## config.mk

```make
export PLATFORM = sky130hd
export DESIGN_NAME = counter_mod_ud
export DESIGN_NICKNAME = d
export VERILOG_FILES = /design/src/rtl/counter_mod_ud.sv
export SDC_FILE = /design/constraint.sdc
export NUM_CORES = 1
export LEC_CHECK = 0
export CAP_MARGIN = 20
export CORE_AREA = 2 2 39 41
export DETAILED_ROUTE_END_ITERATION = 8
export DIE_AREA = 0 0 41 43
export HOLD_SLACK_MARGIN = 0.02
export PLACE_DENSITY = 0.57
export SLEW_MARGIN = 5
export SYNTH_ARGS = -nofsm -noshare
export SYNTH_HDL_FRONTEND = slang
export SYNTH_SLANG_ARGS = --single-unit
```

## constraint.sdc

```tcl
create_clock -name clk -period 3.9 [get_ports clk]
set_input_delay 0.78 -clock clk [delete_from_list [all_inputs] [get_ports clk]]
set_output_delay 0.78 -clock clk [all_outputs]
set_load 0.02 [all_outputs]
```

## src/rtl/counter_mod_ud.sv

```systemverilog
// counter_mod_ud: up/down modulo-MOD counter with clear, load, enable and cascade tc.
// Define COUNTER_MOD_UD_SAT_EN to saturate at the range ends instead of wrapping.
module counter_mod_ud #(
    parameter int N   = 4,
    parameter int MOD = 16
) (
    input  logic         clk,
    input  logic         arst_n,
    input  logic         clr,
    input  logic         load,
    input  logic [N-1:0] din,
    input  logic         en,
    input  logic         up,
    output logic [N-1:0] count,
    output logic         tc,
    output logic         wrap
);
    if (MOD < 2 || MOD > (2 ** N)) begin : g_bad_mod
        $error("counter_mod_ud: MOD must lie in 2..2**N");
    end
    // One extra bit so MOD = 2**N still compares correctly against MOD-1.
    localparam logic [N:0] LAST = (N+1)'(MOD - 1);
    logic [N-1:0] r_count;
    logic [N-1:0] w_next;
    logic [N-1:0] w_step;
    logic [N-1:0] w_load;
    logic         w_at_term;
    always_comb begin
        w_at_term = up ? ({1'b0, r_count} == LAST) : (r_count == '0);
        tc        = en & ~clr & ~load & w_at_term;
        w_load    = ({1'b0, din} > LAST) ? LAST[N-1:0] : din;
`ifdef COUNTER_MOD_UD_SAT_EN
        w_step    = w_at_term ? r_count : (up ? r_count + 1'b1 : r_count - 1'b1);
`else
        w_step    = w_at_term ? (up ? '0 : LAST[N-1:0]) : (up ? r_count + 1'b1 : r_count - 1'b1);
`endif
        w_next    = clr ? '0 : load ? w_load : en ? w_step : r_count;
    end
`ifdef COUNTER_MOD_UD_SAT_EN
    always_ff @(posedge clk or negedge arst_n) begin
        if (!arst_n) r_count <= '0;
        else         r_count <= w_next;
    end
    assign wrap = 1'b0;
`else
    logic r_wrap;
    // A boundary-crossing step happens exactly when tc is high at the edge.
    always_ff @(posedge clk or negedge arst_n) begin
        if (!arst_n) begin
            r_count <= '0;
            r_wrap  <= 1'b0;
        end else begin
            r_count <= w_next;
            r_wrap  <= tc;
        end
    end
    assign wrap = r_wrap;
`endif
    assign count = r_count;
endmodule

```

==> impl_metrics.toml <==
[status]
run_status = "finished, final reports clean"

[worst_setup_path]
critPathBufInv = 2
criticalPathCategory = "in2out"
cpLargestDelayFamily = "buffers and inverters"
required_ns = 3.12
worst_setup_path_start_kind = "input pin"
critPathArrivalTime_ns = 2.85
cp-end-kind = "output port"
cpMaxStageDelayCell = "clkdlybuf4s50_1"
r2r_setup_slack_ns = 2.18
cp_common_cell = "clkdlybuf4s50_1"
cp_cell_sequence = "clkdlybuf4s50_1 -> or4_4 -> nand2b_4 -> a211oi_1 -> clkdlybuf4s50_1"
worstPathMaxFanout = 3
critPathMaxStageDelay_ns = 0.66

[clock_network]
clk_latency_ns = 0.23
cts_resized = 0
cts_setup_buffers = 0
path_clk_slew_ns = 0.04
clockBufferDepth = 2
cts_tree = "yes"
clockRootBuffer = "clkbuf_4"
cts_sinks = 5
cts_buffers = 3
hold_buffers = 0
htreeDepth = 1

[timing]
drv_slew = 0
min_period_ns = 3.625
rsz0062_at_grt = "no"
min_period_over_period_pct = 92.95
fin_setup_tns_ns = 0
worst_pin_slew_ns = 0.3276
clock.fmax_mhz = 275.9
skew_ns = 0.002340
setup_viol = 0
slew-limit-headroom_pct = 78.09
hold_viol = 0

[route]
vias = 388
wirelength_um = 926
drtIter0Drc = 3
avgRoutedWirePerCell_um = 11.58
detail_route.vias_per_cell = 4.850
drtAntennaViolNets = 0
route.detailed.drc = 0
first_pass_iters = 3

[global_routing]
grt_max_degree = 11
gr-total-overflow = 0
antenna_found_initial = 0
grt_pass1_vias = 376
grt_pass1_wl_um = 1649
grtUsageTotal_pct = 14.19

[power]
irDropWorstVdd_uv = 68.88
p_per_area_nw_per_um2 = 299.9
p_leak_nw = 0.2589

[placed_design]
place_area_um2 = 575.6
port_buffers = 15
gp_congestion = 0.7219
dp_hpwl_um = 788.7

[die]
coreArea_um2 = 1384
die_height_um = 43
ios = 16
initial_core_util_pct = 29.29
die_w_um = 41
rows = 14
dieArea_um2 = 1763

[synthesis]
netlist_area_um2 = 405.4
ys_warn_count = 0
synth-seq-area-share_pct = 30.86
avgSynthCellArea_um2 = 9.009
yosys_register_bits = 5
syn-num-nets = 58
ys_types = 24
syn_inst = 45

[finish]
n_antenna_cell = 0
synthToLayoutAreaGrowth_pct = 48.46
multi_input_area_um2 = 254.0
drive_gt1_share_pct = 14.06
fin_nets = 78
n_fill_cell = 142
finalInstanceArea_um2 = 601.8
final_util_pct = 43.49
ff_latch_area_um2 = 125.1

[flow_run]
cap_viol_max_count = 0

[hold_path]
holdCritPathClass = "reg2reg"
[path summary, 6_finish.rpt]
path,startpoint,to,depth (start not counted)
setup / recovery,up,tc,5
hold / removal,count[0],wrap,2
setup reg to reg,count[0],count[1],5
hold reg to reg,count[0],wrap,2
max in group asynchronous,arst_n,count[0],1
min in group asynchronous,arst_n,count[3],1
[layer usage]
layer	up-vias	wire length, µm	track usage [%]
li1	196	-	-
met1	181	412	18.45
met2	9	468	19.69
met3	2	28	3.141
met4	0	17	10.00
met5	-	0	0
[kinds of logic (layout without fill, tap and decap cells)]
| logic type | after synthesis | in the layout | share of synthesized area, % |
|---|---|---|---|
| AOI/OAI and AO/OA | 13 | 13 | 20.99 |
| xor gates and xnor gates | 4 | 4 | 8.644 |
| adders and majority gates | 3 | 3 | 11.11 |
| buffers and inverters | 6 | 25 | 6.483 |
| DFF | 5 | 5 | 30.86 |
| and+or+nand+nor | 14 | 14 | 21.91 |
[cells in the final DEF, fill, tap and decap left out]
cell type	count
dfrtp_1	5
nand2b_4	1
o21ai_0	3
a221oi_2	1
buf_4	1
nor2b_1	1
clkbuf_4	3
nor3_1	2
nor2_1	3
nor3b_1	1
nand2_1	2
clkbuf_1	1
fa_1	1
a31oi_1	1
ha_1	2
and4_2	1
a21oi_2	1
xor2_1	2
nand3_1	1
a21o_1	1
xnor2_1	2
a21oi_1	5
inv_1	5
or4_4	1
nand2b_1	1
clkdlybuf4s50_1	15
a211oi_1	1
[cells in the mapped netlist]
master	number	area [µm²]
inv_1	5	18.77
dfrtp_1	5	125.1
o21ai_0	3	15.01
a221oi_2	1	15.01
nand2b_1	1	6.260
nor3b_1	1	7.510
nor3_1	2	10.01
nand2_1	2	7.510
fa_1	1	20.02
xnor2_1	2	17.52
a211oi_1	1	7.510
ha_1	2	25.02
a31oi_1	1	6.260
nor2b_1	1	6.260
or4_4	1	11.26
xor2_1	2	17.52
a21o_1	1	7.510
nor2_1	3	11.26
buf_4	1	7.510
nand3_1	1	5.000
and4_2	1	10.01
a21oi_1	5	25.02
a21oi_2	1	8.760
nand2b_4	1	13.76
[area by class of cell]
type	instances	area share [%]
timing repair buffer	16	26.20
tap	16	3.326
clock buffer	4	4.366
multi-input combinational	34	42.20
inverter	5	3.119
sequential	5	20.79
[worst reg2reg max path, delay by kind of cell (launching register included)]
family | cells | cell delay [ns]
AO/OA/AOI/OAI | 2 | 0.39
AND/OR/NAND/NOR | 1 | 0.10
adder cells (fa/ha/maj) | 1 | 0.52
buffers and inverters | 1 | 0.15
flip-flops | 1 | 0.47
[through the flow]
stage	power, mW	setup WS [ns]	cells	hold WS, ns
2_1_floorplan	0.09715	1.033	45	0.4844
3_3_place_gp	0.1242	0.2881	76	0.7443
3_5_place_dp	0.1242	0.2513	76	0.7282
4_1_cts	0.1824	0.2464	80	0.7286
5_1_grt	0.1945	0.1518	80	0.7693
6_report	0.1805	0.2749	80	0.7213
[sequential cells by signal, summed over array words and instances (netlist names)]
name,flops
count,4
wrap,1
[power by group]
group          switching (mW)  internal [mW]  total (mW)  leakage (nW)
sequential            0.00617         0.0558      0.0619        0.0657
clock                  0.0189         0.0385      0.0574        0.0150
combinational          0.0283         0.0328      0.0611         0.178
Note: power is estimated with default switching activity, not from simulation.
